===== config.mk =====
export PLATFORM = sky130hd
export DESIGN_NAME = tdm_demux
export DESIGN_NICKNAME = d
export VERILOG_FILES = /design/src/rtl/tdm_demux.sv
export SDC_FILE = /design/constraint.sdc
export NUM_CORES = 1
export LEC_CHECK = 0
export ABC_AREA = 1
export CAP_MARGIN = 15
export CORE_MARGIN = 2
export CORE_UTILIZATION = 25
export DETAILED_ROUTE_END_ITERATION = 12
export GPL_TIMING_DRIVEN = 0
export PLACE_DENSITY = 0.46
export RECOVER_POWER = 25
export SYNTH_ARGS = -nofsm -noshare
export SYNTH_HDL_FRONTEND = slang
export SYNTH_SLANG_ARGS = --single-unit

===== constraint.sdc =====
create_clock -name clk -period 3.44 [get_ports clk]
set_input_delay 0.688 -clock clk [delete_from_list [all_inputs] [get_ports clk]]
set_output_delay 0.688 -clock clk [all_outputs]
set_load 0.005 [all_outputs]

===== src/rtl/tdm_demux.sv =====
// Receive side of the TDM sample link: tracks channel index from in_sof, stages a frame,
// then publishes all channels together with a one-cycle frame_valid (frame_err on early sof).
module tdm_demux #(
   parameter  int WIDTH    = 8,
   parameter  int CHANNELS = 4,
   localparam int SELW     = $clog2(CHANNELS)
) (
   input  logic                      clk,
   input  logic                      rst_n,
   input  logic                      in_valid,
   input  logic                      in_sof,
   input  logic [WIDTH-1:0]          in_data,
   output logic [CHANNELS*WIDTH-1:0] ch_out,
   output logic                      frame_valid,
   output logic                      frame_err,
   output logic                      in_sync,
   output logic [SELW-1:0]           cur_chan
);

   typedef enum logic {IDLE, COLLECT} state_t;

   localparam logic [SELW-1:0] LAST = SELW'(CHANNELS - 1);

   state_t                             state_q;
   logic [SELW-1:0]                    cur_q;
   logic [CHANNELS-1:0][WIDTH-1:0]     staging_q;
   logic [CHANNELS-1:0][WIDTH-1:0]     ch_out_q;
   logic                               frame_valid_q;
   logic                               frame_err_q;
   logic [CHANNELS-1:0][WIDTH-1:0]     frame_d;

   // Completed frame: staged channels with the final sample dropped into the top slot.
   always_comb begin
      frame_d       = staging_q;
      frame_d[LAST] = in_data;
   end

   always_ff @(posedge clk or negedge rst_n) begin
      if (!rst_n) begin
         state_q       <= IDLE;
         cur_q         <= '0;
         staging_q     <= '0;
         ch_out_q      <= '0;
         frame_valid_q <= 1'b0;
         frame_err_q   <= 1'b0;
      end else begin
         frame_valid_q <= 1'b0;
         frame_err_q   <= 1'b0;
         if (in_valid) begin
            case (state_q)
               IDLE: begin
                  if (in_sof) begin
                     staging_q    <= '0;
                     staging_q[0] <= in_data;
                     cur_q        <= SELW'(1);
                     state_q      <= COLLECT;
                  end
               end
               COLLECT: begin
                  if (in_sof) begin
                     // Early sof: abandon the partial frame and resync on the new one.
                     frame_err_q  <= 1'b1;
                     staging_q    <= '0;
                     staging_q[0] <= in_data;
                     cur_q        <= SELW'(1);
                  end else if (cur_q == LAST) begin
                     ch_out_q      <= frame_d;
                     frame_valid_q <= 1'b1;
                     cur_q         <= '0;
                     state_q       <= IDLE;
                  end else begin
                     staging_q[cur_q] <= in_data;
                     cur_q            <= cur_q + 1'b1;
                  end
               end
               default: begin
                  state_q <= IDLE;
                  cur_q   <= '0;
               end
            endcase
         end
      end
   end

   assign ch_out      = ch_out_q;
   assign frame_valid = frame_valid_q;
   assign frame_err   = frame_err_q;
   assign in_sync     = (state_q == COLLECT);
   assign cur_chan    = cur_q;

endmodule


; After elaboration in Yosys (flattened, before gate mapping)
; Index checks and enable logic that the tools add are counted.
[totals]
regBits = 69
output_inout_bits = 37
wordCells = 45
[classes]
n_addsub = 1
n_lt_le_gt_ge = 2
n_eq_ne = 3
n_mux = 21
bitwise_logic = 2
n_reduce_logical = 4
[ops]
columns = cell, count
row1 = two-way mux 32 bit, 3
row2 = one-hot mux 32 bit (2 select lines), 1
row3 = bitwise mux 32 bit, 1
row4 = demux 8 bit (select 2 bit), 1
row5 = two-way mux 1 bit, 9
row6 = two-way mux 8 bit, 1
row7 = two-way mux 2 bit, 3
row8 = one-hot mux 2 bit (2 select lines), 1
row9 = AND reduction 4 bit, 1
row10 = "less-than comparator 2 x 3 -> 1 bit, second input constant", 1
row11 = "inequality test 3 bit, second input constant", 1
row12 = AND reduction 3 bit, 1
row13 = "adder 2 x 1 -> 2 bit, second input constant", 1
row14 = "equality test 2 bit, second input constant", 1
row15 = "greater-or-equal comparator 2 x 1 -> 1 bit, second input constant", 1
row16 = "inequality test 2 bit, second input constant", 1
row17 = inverter 1 bit, 2
row18 = one-hot mux 1 bit (2 select lines), 1
row19 = AND reduction 2 bit, 1
row20 = logical AND 1 bit, 1

; Depth between registers and ports, before layout
; Gate-level depths: netlist of run 1.
[logic_depth]
word_depth = 8
ltp_mapped = 8
ltp_nobuf = 7

; Worst setup path before layout of run 1
; OpenSTA, ideal clock, no wires.
[synth_path]
path_kind = input port to flip-flop
from = input port in_sof
to = register ch_out_q (netlist bit ch_out[15])
t_arrival_ns = 1.238
required_time_ns = 3.324
setup_slack_ns = 2.085
stages = 6
path_cell_list = nor2_4 nand3_2 buf_6 buf_6 nand2_1 nand2_1
[synth_between]
elab_chain_cells = 2
[synth_lines]
columns = item, line_no
row1 = start: declaration, 11  ; input logic in_sof,
row2 = inverter 1 bit (no source line), -
row3 = AND reduction 4 bit (no source line), -
row4 = end signal: assignment, 67  ; ch_out_q <= frame_d;
row5 = end: declaration, 27  ; logic [CHANNELS-1:0][WIDTH-1:0] ch_out_q;
; Every way passes these cells.
; A chain may end at the register's enable or synchronous reset.

; Worst setup path in the final report of run 1
[layout_path]
from = register cur_q[0] (netlist: cur_chan[0])
to = output port cur_chan[0]
[layout_lines]
columns = item, line_no
row1 = start: declaration, 25  ; logic [SELW-1:0] cur_q;
row2 = start signal: assignment, 73  ; cur_q <= cur_q + 1'b1;
row3 = end: declaration, 17  ; output logic [SELW-1:0] cur_chan
; No word-level cell between the ends.

==> results of run 1 <==
-- cells in the mapped netlist (all sizes together) --
library cell and n:
inv 15, ha 4, nand2 137, clkinv 1, nor2 11, o21ai 9, dfrtp 61, buf 10
o211ai 1, nand3 34
-- state kept, by name, indices dropped and copies added, names as in the netlist --
name,count
cur_chan,2
in_sync,1
frame_err,1
ch_out,32
frame_valid,1
frame_d,24
-- power groups by stage --
stage               sequential (mW)  combinational [mW]  clock (mW)
finish                        0.973               0.551       0.566
global route                  0.996               0.625       0.621
CTS                           0.975               0.562       0.586
detailed placement            0.987               0.559           0
global placement              0.986               0.553           0
floorplan                     0.981               0.231           0
-- stage by stage --
| stage | total power, mW | cells |
|---|---|---|
| final | 2.090 | 480 |
| after global routing | 2.242 | 480 |
| after CTS | 2.123 | 480 |
| after detailed placement | 1.546 | 464 |
| after global placement | 1.539 | 464 |
| after floorplan | 1.212 | 283 |
-- cell usage in the layout (no fill, tap or decap) --
cell type,synthesis,routed
buf_4,5,5
nand2_1,134,134
clkinv_2,1,2
nor2_4,2,2
clkbuf_8,0,11
buf_6,3,3
buf_2,2,2
inv_2,1,1
dfrtp_1,61,61
nor2_1,9,9
clkdlybuf4s50_1,0,47
o21ai_0,9,9
ha_1,4,4
inv_1,14,14
nand2_2,3,3
nand3_1,29,29
o211ai_1,1,1
nand3_2,5,5
clkbuf_2,0,1
clkbuf_1,0,4
-- cell type report --
class,count,area share (%)
sequential,61,45.45
timing repair buffer,48,14.16
multi-input combinational,196,26.08
tap,133,4.955
clock buffer,15,4.955
clock inverter,1,0.1490
buffer,10,2.422
inverter,16,1.826
-- routing by layer --
layer	track usage, %	wire length, um
met4	4.000	69
met3	3.868	257
met5	0	0
met1	16.52	3108
met2	19.11	2753
-- path summary, 6_finish.rpt --
| check | cells past startpoint | from | end |
|---|---|---|---|
| worst max-delay path | 1 | cur_chan[0]$_DFFE_PN0P_ | cur_chan[0] |
| max in group asynchronous | 1 | rst_n | frame_valid$_DFF_PN0_ |
| worst min-delay path | 2 | frame_d[23]$_DFFE_PN0P_ | frame_d[23]$_DFFE_PN0P_ |
| worst max register to register | 8 | cur_chan[0]$_DFFE_PN0P_ | frame_d[18]$_DFFE_PN0P_ |
| worst min register to register | 2 | frame_d[23]$_DFFE_PN0P_ | frame_d[23]$_DFFE_PN0P_ |
| min in group asynchronous | 1 | rst_n | ch_out[10]$_DFFE_PN0P_ |
-- cells by family after synthesis --
kind of cell	count (synthesis)	synth area share (%)
AOI/OAI and AO/OA	10	2.065
adders and majority gates	4	1.967
and+or+nand+nor	182	30.38
buffers and inverters	26	5.604
DFF	61	59.98
==> impl_metrics.env, run 1 <==
export IMPL_status="finished with violations"
export IMPL_violations="capacitance limit, slew limit"
export IMPL_grt_max_degree=62
export IMPL_port_buffers=48
export IMPL_path_cells="clkdlybuf4s50_1"
export IMPL_core_mm2=0.009819
export IMPL_arrival_ns=1.27
export IMPL_vdd_drop_max_v=0.0001577
export IMPL_critPathCaptureType="output port"
export IMPL_max_stage_delay_ns=0.53
export IMPL_postCtsSetupRepairBufs=0
export IMPL_clockRootBuffer="clkbuf_8"
export IMPL_place_hpwl_mm=4.327
export IMPL_finalCritPeriodShare_pct=57.00
export IMPL_grt_pass1_wl_mm=10.70
export IMPL_critPathTopFamily="buffers and inverters"
export IMPL_drcViolationCount=0
export IMPL_drive_gt1_share_pct=10.09
export IMPL_synthCells=283
export IMPL_worst_setup_path_type="flop to output port"
export IMPL_drt_iter0_markers=89
export IMPL_routed_wl_mm=6.188
export IMPL_antenna_found_initial=0
export IMPL_start_util_pct=25.92
export IMPL_synth_area_top_cells="dfrtp_1, nand2_1, nand3_1"
export IMPL_layout_nets=358
export IMPL_slew_violations=62
export IMPL_p_clk_share_pct=27.1
export IMPL_drv_cap=1
export IMPL_ant_nets=0
export IMPL_fmax_mhz=510.0
export IMPL_p_per_area_mw_per_mm2=622.4
export IMPL_die_x_um=104.9
export IMPL_worstPathRequired_ns=2.75
export IMPL_dp_slack_ns=1.340
export IMPL_hp_class="flop to flop"
export IMPL_finClkSkew_ns=0.005396
export IMPL_synth_seq_area_share_pct=59.98
export IMPL_row_count=36
export IMPL_fin_area_mm2=0.003358
export IMPL_power_switching_mw=0.6095
export IMPL_path_buf_inv=1
export IMPL_rsz0062_at_grt="false"
export IMPL_fin_ws_ns=1.479
export IMPL_wl_per_cell_um=12.89
export IMPL_setup_violations=0
export IMPL_cts_buffer_depth=2
export IMPL_syn_avg_cell_area_um2=8.993
export IMPL_yosys_warnings=0
export IMPL_seqPwrFrac_pct=46.6
export IMPL_placed_area_mm2=0.003189
export IMPL_synth_largest_area_cell="dfrtp_1"
export IMPL_crit_fanout=5
export IMPL_postCtsHoldBufs=0
export IMPL_crit_slowest_cell="clkdlybuf4s50_1"
export IMPL_comb_power_share_pct=26.4
export IMPL_first_pass_iters=4
export IMPL_seq_area_mm2=0.001526
export IMPL_cts_resized=0
export IMPL_fillCellCount=1067
export IMPL_ios=49
export IMPL_netlist_area_leader_share_pct=59.98
export IMPL_p_leak_nw=1.734
export IMPL_worst_pin_slew_ns=1.533
export IMPL_htreeDepth=3
export IMPL_utilization_pct=34.20
export IMPL_setup_tns_final_ns=0
export IMPL_timing_hold_ws_ns=0.4707
export IMPL_yosysUniqueCellTypes=16
export IMPL_multi_input_area_um2=875.8
export IMPL_cts_clk_slew_worst_paths_ns=0.06
export IMPL_die_height_um=104.9
export IMPL_syn_nets=299
export IMPL_cp_start_kind="flop"
export IMPL_area_growth_syn_to_layout_pct=31.96
export IMPL_p_sw_share_pct=29.16
export IMPL_clk_insertion_delay_late_ns=0.33
export IMPL_overflow=0
export IMPL_gp_congestion=0.7590
export IMPL_period_needed_ns=1.961
export IMPL_cts_sinks=61
export IMPL_numCtsBuffers=9
export IMPL_ys_ff_latch=61
export IMPL_tritoncts="yes"
export IMPL_ff2ff_setup_slack_ns=1.98
export IMPL_dieArea_mm2=0.01100
export IMPL_vias=1980
export IMPL_max_slew_margin_pct=-2.209
export IMPL_grt_pass1_vias=2095
export IMPL_num_antenna_cells=0
export IMPL_via_per_inst=4.125
export IMPL_grt_total_usage_pct=12.38
export IMPL_p_int_mw=1.481
export IMPL_synthesis_area_mm2=0.002545
export IMPL_hold_viol=0
Note: power is estimated with default switching activity, not from simulation.
==> run 2: changes to the inputs <==
- PLACE_DENSITY: 0.46 -> 0.48
- clock period: 3.44 -> 1.6 ns (I/O delays scaled with it)
==> impl_metrics.env, run 2 (synthesis gave the netlist of run 1 again) <==
export IMPL_row_count=36
export IMPL_routed_wl_mm=6.024
export IMPL_power_switching_mw=1.323
export IMPL_htreeDepth=3
export IMPL_fmax_mhz=648.3
export IMPL_final_cell_mix="nand2_1, dfrtp_1, clkdlybuf4s50_1"
export IMPL_p_leak_nw=1.787
export IMPL_ios=49
export IMPL_max_stage_delay_ns=0.51
export IMPL_start_util_pct=25.92
export IMPL_postCtsHoldBufs=0
export IMPL_setup_tns_final_ns=0
export IMPL_dieArea_mm2=0.01100
export IMPL_gp_congestion=0.7585
export IMPL_slew_violations=62
export IMPL_num_antenna_cells=0
export IMPL_layout_nets=359
export IMPL_antenna_found_initial=0
export IMPL_path_cells="clkdlybuf4s50_1"
export IMPL_worstPathRequired_ns=1.28
export IMPL_drive_gt1_share_pct=11.21
export IMPL_comb_power_share_pct=24.9
export IMPL_largest_register_ffs=32
export IMPL_cts_buffer_depth=2
export IMPL_dp_cells=464
export IMPL_rr_startpoint="cur_chan[0]$_DFFE_PN0P_"
export IMPL_p_sw_share_pct=27.39
export IMPL_violations="capacitance limit, slew limit"
export IMPL_p_int_mw=3.506
export IMPL_grt_max_degree=62
export IMPL_wl_per_cell_um=12.52
export IMPL_grt_total_usage_pct=12.01
export IMPL_drt_iter0_markers=111
export IMPL_finalCritPeriodShare_pct=96.40
export IMPL_setup_violations=0
export IMPL_first_pass_iters=4
export IMPL_port_buffers=48
export IMPL_path_buf_inv=1
export IMPL_cp_start_kind="flop"
export IMPL_numCtsBuffers=9
export IMPL_area_growth_syn_to_layout_pct=35.15
export IMPL_grt_pass1_wl_mm=10.32
export IMPL_critPathCaptureType="output port"
export IMPL_overflow=0
export IMPL_drv_cap=1
export IMPL_ant_nets=0
export IMPL_die_x_um=104.9
export IMPL_via_per_inst=4.133
export IMPL_arrival_ns=1.22
export IMPL_crit_fanout=2
export IMPL_worst_setup_path_type="flop to output port"
export IMPL_placed_area_mm2=0.003189
export IMPL_drcViolationCount=0
export IMPL_hold_viol=0
export IMPL_worstSetupStartpoint="ch_out[28]$_DFFE_PN0P_"
export IMPL_status="finished with violations"
export IMPL_crit_slowest_cell="clkdlybuf4s50_1"
export IMPL_grt_pass1_vias=2031
export IMPL_clk_insertion_delay_late_ns=0.33
export IMPL_p_per_area_mw_per_mm2=1404
export IMPL_max_slew_margin_pct=-1.015
export IMPL_cts_clk_slew_worst_paths_ns=0.07
export IMPL_seqPwrFrac_pct=43.2
export IMPL_worst_pin_slew_ns=1.515
export IMPL_vdd_drop_max_v=0.0005614
export IMPL_tritoncts="yes"
export IMPL_place_hpwl_mm=4.247
export IMPL_fin_total_pwr_mw=4.828
export IMPL_finClkSkew_ns=0.004965
export IMPL_final_common_cell="nand2_1"
export IMPL_p_clk_share_pct=31.9
export IMPL_fin_cells=481
export IMPL_rsz0062_at_grt="true"
export IMPL_vias=1988
export IMPL_period_needed_ns=1.542
export IMPL_clockRootBuffer="clkbuf_8"
export IMPL_fin_area_mm2=0.003440
export IMPL_cts_sinks=61
export IMPL_hp_class="primary input to asynchronous set/reset pin"
export IMPL_core_mm2=0.009819
export IMPL_critPathTopFamily="buffers and inverters"
export IMPL_die_height_um=104.9
-- run 2: cell types whose count changed in the layout (fill, tap and decap cells not counted), sizes merged --
cell           before  now
dlymetal6s2s        0    1
buf                10   11
bufinv              0    2
clkdlybuf4s50      47   46
inv                15   16
clkbuf             16   13
-- run 2: what timing repair did --
| item | in CTS | in global routing |
|---|---|---|
| resized for setup | 0 | 5 |
| endpoints found under the setup margin | 1 | 23 |
| setup buffers | 1 | 0 |
-- run 2: layout make-up --
cell class	count	area (um^2)
Fill cell	1067	6380
Clock buffer	12	155.1
Multi-Input combinational cell	196	888.4
Inverter	16	62.56
Buffer	10	85.08
Sequential cell	61	1526
Timing Repair Buffer	49	485.5
Tap cell	133	166.4
Clock inverter	4	70.07
-- run 2: through the flow --
stage / utilization [%] / setup slack [ns] / hold slack (ns)
2_1_floorplan: - / 0.3420 / 0.02441
3_3_place_gp: 32.51 / -1.880 / 0.4594
3_5_place_dp: 32.48 / -0.1696 / 0.4597
4_1_cts: 34.85 / 0.0002686 / 0.09408
5_1_grt: 35.03 / -0.02156 / 0.5038
6_report: 35.03 / 0.05754 / 0.3615
-- run 2: path summary, 6_finish.rpt --
check,end,slack (ns),cells past startpoint
min,ch_out[10]$_DFFE_PN0P_,0.36,1
min reg2reg,frame_d[11]$_DFFE_PN0P_,0.47,2
max reg2reg,frame_d[23]$_DFFE_PN0P_,0.10,9
max in group asynchronous,ch_out[23]$_DFFE_PN0P_,0.34,1
max,ch_out[28],0.06,1
min in group clk,frame_d[11]$_DFFE_PN0P_,0.47,2
-- run 2: routing by layer --
metal | track usage (%) | up-vias | wire [um]
met2 | 18.55 | 36 | 2678
met4 | 4.952 | 0 | 103
met3 | 3.993 | 9 | 285
met1 | 15.43 | 939 | 2957
li1 | - | 1004 | -
met5 | 0 | - | 0
-- run 2: power by group through the flow --
stage,registers [mW],logic (mW),clock network [mW]
floorplan,2.11,0.497,0
global placement,2.12,1.19,0
detailed placement,2.12,1.20,0
CTS,2.10,1.22,1.58
global route,2.14,1.35,1.65
finish,2.09,1.20,1.54
